**src/rtl/button_press_classifier.sv**
```systemverilog
// Classifies debounced button presses by duration into short/long events.
// Counts press length in ms via an internal prescaler; all outputs are registered.
`timescale 1ns/1ps

module button_press_classifier #(
    parameter int TICKS_PER_MS = 50000,
    parameter int MIN_MS       = 2,
    parameter int LONG_MS      = 5000,
    parameter int MS_WIDTH     = 16
) (
    input  logic                i_clk,
    input  logic                i_reset,
    input  logic                i_btn_level,
    output logic                o_short_pulse,
    output logic                o_long_pulse,
    output logic                o_hold,
    output logic                o_press_done,
    output logic [MS_WIDTH-1:0] o_press_ms
);

    localparam int                PS_WIDTH = (TICKS_PER_MS > 1) ? $clog2(TICKS_PER_MS) : 1;
    localparam logic [PS_WIDTH-1:0] PS_LAST  = PS_WIDTH'(TICKS_PER_MS - 1);
    localparam logic [MS_WIDTH-1:0] MS_MAX   = '1;
    localparam logic [MS_WIDTH-1:0] MIN_CNT  = MS_WIDTH'(MIN_MS);
    localparam logic [MS_WIDTH-1:0] LONG_CNT = MS_WIDTH'(LONG_MS);

    typedef enum logic [1:0] {
        S_IDLE      = 2'd0,
        S_PRESSED   = 2'd1,
        S_LONG_HELD = 2'd2
    } state_t;

    function automatic logic [MS_WIDTH-1:0] sat_inc(input logic [MS_WIDTH-1:0] v);
        return (v == MS_MAX) ? v : v + MS_WIDTH'(1);
    endfunction

    state_t                r_state;
    logic                  r_btn_q;
    logic [PS_WIDTH-1:0]   r_prescale;
    logic [MS_WIDTH-1:0]   r_ms_cnt;
    logic                  r_short;
    logic                  r_long;
    logic                  r_hold;
    logic                  r_done;
    logic [MS_WIDTH-1:0]   r_press_ms;

    state_t                w_state_nxt;
    logic                  w_rise;
    logic                  w_fall;
    logic                  w_tick;
    logic [PS_WIDTH-1:0]   w_prescale_nxt;
    logic [MS_WIDTH-1:0]   w_ms_cnt_nxt;
    logic                  w_short_nxt;
    logic                  w_long_nxt;
    logic                  w_hold_nxt;
    logic                  w_done_nxt;
    logic [MS_WIDTH-1:0]   w_press_ms_nxt;

    assign w_rise = i_btn_level & ~r_btn_q;
    assign w_fall = ~i_btn_level & r_btn_q;
    assign w_tick = (r_prescale == PS_LAST);

    always_comb begin
        w_state_nxt    = r_state;
        w_prescale_nxt = r_prescale;
        w_ms_cnt_nxt   = r_ms_cnt;
        w_short_nxt    = 1'b0;
        w_long_nxt     = 1'b0;
        w_hold_nxt     = r_hold;
        w_done_nxt     = 1'b0;
        w_press_ms_nxt = r_press_ms;

        case (r_state)
            S_IDLE: begin
                w_hold_nxt = 1'b0;
                if (w_rise) begin
                    w_state_nxt    = S_PRESSED;
                    w_prescale_nxt = '0;
                    w_ms_cnt_nxt   = '0;
                end
            end

            S_PRESSED: begin
                if (w_fall) begin
                    // Release wins over a coincident tick; that tick is dropped.
                    w_state_nxt    = S_IDLE;
                    w_done_nxt     = 1'b1;
                    w_press_ms_nxt = r_ms_cnt;
                    w_short_nxt    = (r_ms_cnt >= MIN_CNT) && (r_ms_cnt < LONG_CNT);
                end else begin
                    w_prescale_nxt = w_tick ? '0 : r_prescale + PS_WIDTH'(1);
                    w_ms_cnt_nxt   = w_tick ? sat_inc(r_ms_cnt) : r_ms_cnt;
                    if (r_ms_cnt == LONG_CNT) begin
                        w_state_nxt = S_LONG_HELD;
                        w_long_nxt  = 1'b1;
                        w_hold_nxt  = 1'b1;
                    end
                end
            end

            S_LONG_HELD: begin
                if (w_fall) begin
                    w_state_nxt    = S_IDLE;
                    w_done_nxt     = 1'b1;
                    w_hold_nxt     = 1'b0;
                    w_press_ms_nxt = r_ms_cnt;
                end else begin
                    w_prescale_nxt = w_tick ? '0 : r_prescale + PS_WIDTH'(1);
                    w_ms_cnt_nxt   = w_tick ? sat_inc(r_ms_cnt) : r_ms_cnt;
                end
            end

            default: begin
                w_state_nxt = S_IDLE;
                w_hold_nxt  = 1'b0;
            end
        endcase
    end

    // btn_q resets high so a button held through reset must be released before it counts.
    always_ff @(posedge i_clk) begin
        if (!i_reset) begin
            r_state    <= S_IDLE;
            r_btn_q    <= 1'b1;
            r_prescale <= '0;
            r_ms_cnt   <= '0;
            r_short    <= 1'b0;
            r_long     <= 1'b0;
            r_hold     <= 1'b0;
            r_done     <= 1'b0;
            r_press_ms <= '0;
        end else begin
            r_state    <= w_state_nxt;
            r_btn_q    <= i_btn_level;
            r_prescale <= w_prescale_nxt;
            r_ms_cnt   <= w_ms_cnt_nxt;
            r_short    <= w_short_nxt;
            r_long     <= w_long_nxt;
            r_hold     <= w_hold_nxt;
            r_done     <= w_done_nxt;
            r_press_ms <= w_press_ms_nxt;
        end
    end

    assign o_short_pulse = r_short;
    assign o_long_pulse  = r_long;
    assign o_hold        = r_hold;
    assign o_press_done  = r_done;
    assign o_press_ms    = r_press_ms;

endmodule

```
**config.mk**
```make
export PLATFORM = sky130hd
export DESIGN_NAME = button_press_classifier
export DESIGN_NICKNAME = d
export VERILOG_FILES = /design/src/rtl/button_press_classifier.sv
export SDC_FILE = /design/constraint.sdc
export NUM_CORES = 1
export LEC_CHECK = 0
export CORE_ASPECT_RATIO = 1.1
export CORE_MARGIN = 2
export CORE_UTILIZATION = 40
export DETAILED_ROUTE_END_ITERATION = 12
export GPL_TIMING_DRIVEN = 0
export SKIP_CTS_REPAIR_TIMING = 1
export SLEW_MARGIN = 25
export SYNTH_ARGS = -nofsm -noshare
export SYNTH_HDL_FRONTEND = slang
export SYNTH_SLANG_ARGS = --single-unit
```
**constraint.sdc**
```tcl
create_clock -name i_clk -period 1.9 [get_ports i_clk]
set_input_delay 0.285 -clock i_clk [delete_from_list [all_inputs] [get_ports i_clk]]
set_output_delay 0.285 -clock i_clk [all_outputs]
set_load 0.1 [all_outputs]
```
==> flow_summary_export.csv <==
group,metric,value,unit
run_status,status,"complete, but fails checks",
run_status,violations,"negative setup slack",
clocking,insertion_delay,0.32,ns
sta,slew_viol_final,0,
worst_setup_path,max_stage_delay,0.54,ns
sta,rsz0062_at_grt,"true",
power_and_ir_drop,p_seq_share,45.6,%
job,max_cap_violations,0,
sta,hold_viol,0,
sta,period_share,110.1,%
sta,fin_skew,0.008338,ns
synthesis,ys.flop_type,"dfxtp_1",
synthesis,ys_ff_latch,55,
sta,finalSetupViolCount,16,
sta,fmax,0.4779,GHz
detailed_routing,wl,6208,microns
clocking,clock_sinks,55,
placed_design,numPortBuffers,21,
clocking,cts_root_buf,"clkbuf_8",
synthesis,synth_nets,338,
global_route,grt_pass1_wl,10160,microns
sta,layout_setup_ws,-0.1926,ns
synthesis,synth.avg_cell_area,8.199,sq um
global_route,grt-ovfl-total,0,
global_route,grt_usage,17.18,%
sta,relSlewSlack,35.49,%
global_route,antenna_found_initial,0,
worst_setup_path,path_cells,"or4_4 -> o41ai_4 -> o211ai_4 -> buf_4 -> or3_1 -> a21oi_1",
clocking,cts_max_level,2,
floorplanning,die_w,82.30,microns
placed_design,gp_congestion,0.7985,
detailed_routing,ant_nets,0,
worst_setup_path,end_kind,"flop",
worst_setup_path,worst-setup-path-type,"reg -> reg",
floorplanning,io_pins,23,
clocking,cts_buffers,5,
floorplanning,start_util,41.15,%
worst_setup_path,worst-path-max-fanout,7,
power_and_ir_drop,p_per_area,784.9,nW/um^2
synthesis,ys_warn_count,0,
synthesis,yosys.area.top_type,"dfxtp_1",
power_and_ir_drop,p_comb_share,23.8,%
worst_setup_path,arrival,2.35,ns
power_and_ir_drop,leakage,0.001514,uW
sta,final.hold.worst_slack,0.3558,ns
synthesis,synth.distinct_cells,45,
worst_setup_path,worstPathRequired,2.15,ns
power_and_ir_drop,p_sw,793.0,uW
synthesis,synth_area_leaders,"dfxtp_1 (41%), nand2_1 (8.2%), a21boi_0 (4.5%)",
power_and_ir_drop,total_power,2630,uW
worst_hold_path,hp-class,"in -> reg",
layout,synthToLayoutAreaGrowth,24.21,%
clocking,cts_tree,"done",
detailed_routing,viasPerCell,5.343,
synthesis,async_reset_ff_share,0,%
power_and_ir_drop,ir_drop,0.3184,mV
placed_design,post-dp-hpwl,4287,microns
detailed_routing,first_pass_iters,4,
global_route,grt_pass1_vias,2158,
synthesis,synthCells,329,
layout,fin_util,51.12,%
clocking,clk_path_buf_depth,2,
sta,fin_crit,2.093,ns
clocking,path_clk_slew,0.10,ns
worst_setup_path,start_kind,"flop",
sta,finalSetupTns,-1.947,ns
detailed_routing,wl_per_cell,13.83,microns
placed_design,placedCellCount,432,
layout,diodes,0,
detailed_routing,num_vias,2399,
layout,fin_nets,375,
detailed_routing,drtIter0Drc,121,
synthesis,synth_enable_flop_cells,0,
floorplanning,num_rows,31,
synthesis,netlist.area_leader.share,40.82,%
power_and_ir_drop,switching_share,30.15,%
layout,fillers,637,
worst_setup_path,critPathSlowestCell,"or4_4",
power_and_ir_drop,cell_internal_pwr,1837,uW
synthesis,yosysSeqAreaShare,40.82,%
global_route,grt_max_degree,18,
layout,stdcell_count,449,
sta,tightest_slew,0.9661,ns
floorplanning,die_area,7418,sq um
detailed_routing,route.detailed.drc,0,
power_and_ir_drop,clockPowerShare,30.6,%
floorplanning,coreArea,6555,sq um
floorplanning,die_y,90.13,microns
layout,drive_gt1_share,13.90,%
synthesis,syn_area,2698,sq um
[routing by layer]
layer	track usage (%)	wire, microns	up-vias	share of wire, %
li1	-	-	1237	-
met1	24.98	3030	1114	49
met2	25.47	2839	39	46
met3	3.414	243	9	3.9
met4	5.000	94	0	1.5
met5	0	0	-	0
[layout by cell type, fill, tap and decap left out, types with 3 or more instances in the layout]
cell type / netlist / final
nand4_1: 5 / 5
a21boi_0: 16 / 15
dlymetal6s2s_1: 0 / 20
and3_1: 7 / 6
xnor2_1: 7 / 7
nor4_1: 4 / 3
o22ai_1: 4 / 4
or3_1: 11 / 11
nor4b_1: 5 / 3
nand3_1: 15 / 15
a21oi_1: 17 / 17
and2_1: 4 / 4
nand2b_1: 5 / 5
o21a_1: 3 / 3
ha_1: 6 / 4
dfxtp_2: 0 / 7
or2_2: 4 / 4
inv_1: 5 / 5
nor3b_1: 3 / 3
clkbuf_1: 11 / 5
o21ai_0: 20 / 15
buf_6: 0 / 4
a21o_1: 4 / 4
nand2_1: 59 / 58
buf_4: 0 / 10
nor2_1: 19 / 18
dfxtp_1: 55 / 48
nor3_1: 10 / 10
clkbuf_8: 0 / 5
o21ai_1: 0 / 5
o31ai_1: 3 / 3
[power by group through the flow]
stage | combinational [uW] | clock (uW) | sequential [uW]
detailed placement | 502 | 0 | 1220
global placement | 496 | 0 | 1220
finish | 626 | 805 | 1200
CTS | 507 | 815 | 1200
floorplan | 364 | 0 | 1240
global route | 679 | 865 | 1200
[cell families (layout without fill, tap and decap cells)]
group           count (synthesis)  after routing  share of synthesized area (%)
flops                          55             55                          40.82
compound gates                 76             76                          19.06
xor+xnor                        9              9                          2.922
simple gates                  164            164                          31.40
fa+ha+maj                       6              6                          2.783
buf+inv                        18             56                          2.598
mux                             1              1                         0.4174
[sequential cells by signal (all words and copies together), names as in the netlist]
register / cells
r_state: 2
o_press_done: 1
r_prescale: 16
o_hold: 1
r_ms_cnt: 16
o_press_ms: 16
r_btn_q: 1
o_long_pulse: 1
o_short_pulse: 1
[path summary, 6_finish.rpt]
path | start | end | slack (ns) | depth (start not counted)
hold reg to reg | o_press_ms[7] | o_press_ms[7] | 0.46 | 2
setup reg to reg | r_prescale[7] | r_ms_cnt[6] | -0.19 | 6
hold / removal | i_reset | r_prescale[1] | 0.36 | 3
setup / recovery | r_prescale[7] | r_ms_cnt[6] | -0.19 | 6
[stage by stage]
| stage | worst slack, ns | instance area (sq um) |
|---|---|---|
| 6_report | -0.1926 | 3351 |
| 3_3_place_gp | -0.6022 | 3035 |
| 3_5_place_dp | -0.4395 | 3035 |
| 5_1_grt | -0.3023 | 3351 |
| 4_1_cts | -0.4905 | 3148 |
| 2_1_floorplan | -0.07663 | 2723 |
[area by class of cell]
cell class                 count  area (sq um)  area share, %
tap                           82         102.6          3.062
clock inverter                 3         43.79          1.307
sequential                    55          1110          33.12
clock buffer                   5         68.82          2.054
timing repair buffer          31         335.3          10.01
buffer                        12         81.33          2.427
inverter                       5         18.77         0.5601
multi-input combinational    256          1590          47.46
[critical path, delay by kind of cell (launching register included)]
kind	cells	cell delay [ns]
buf+inv	1	0.18
compound gates	3	0.61
simple gates	2	0.88
flops	1	0.36
[Yosys cell counts, types with 2 or more instances]
cell	count
o22ai_1	4
and2_1	4
inv_1	5
nand4_1	5
clkbuf_1	11
buf_2	2
xor2_1	2
and4_1	2
o31ai_1	3
or3_1	11
and3_1	7
nor3_1	10
nand2b_1	5
or2_2	4
nor4_1	4
nand3_1	15
dfxtp_1	55
a21o_1	4
nor2_1	19
ha_1	6
o211ai_1	2
o21a_1	3
o21ai_0	20
a21boi_0	16
nand2_1	59
a21oi_1	17
nor2b_1	3
nor4b_1	5
nand3b_1	2
nor3b_1	3
xnor2_1	7
(Power assumes the default switching activity.)
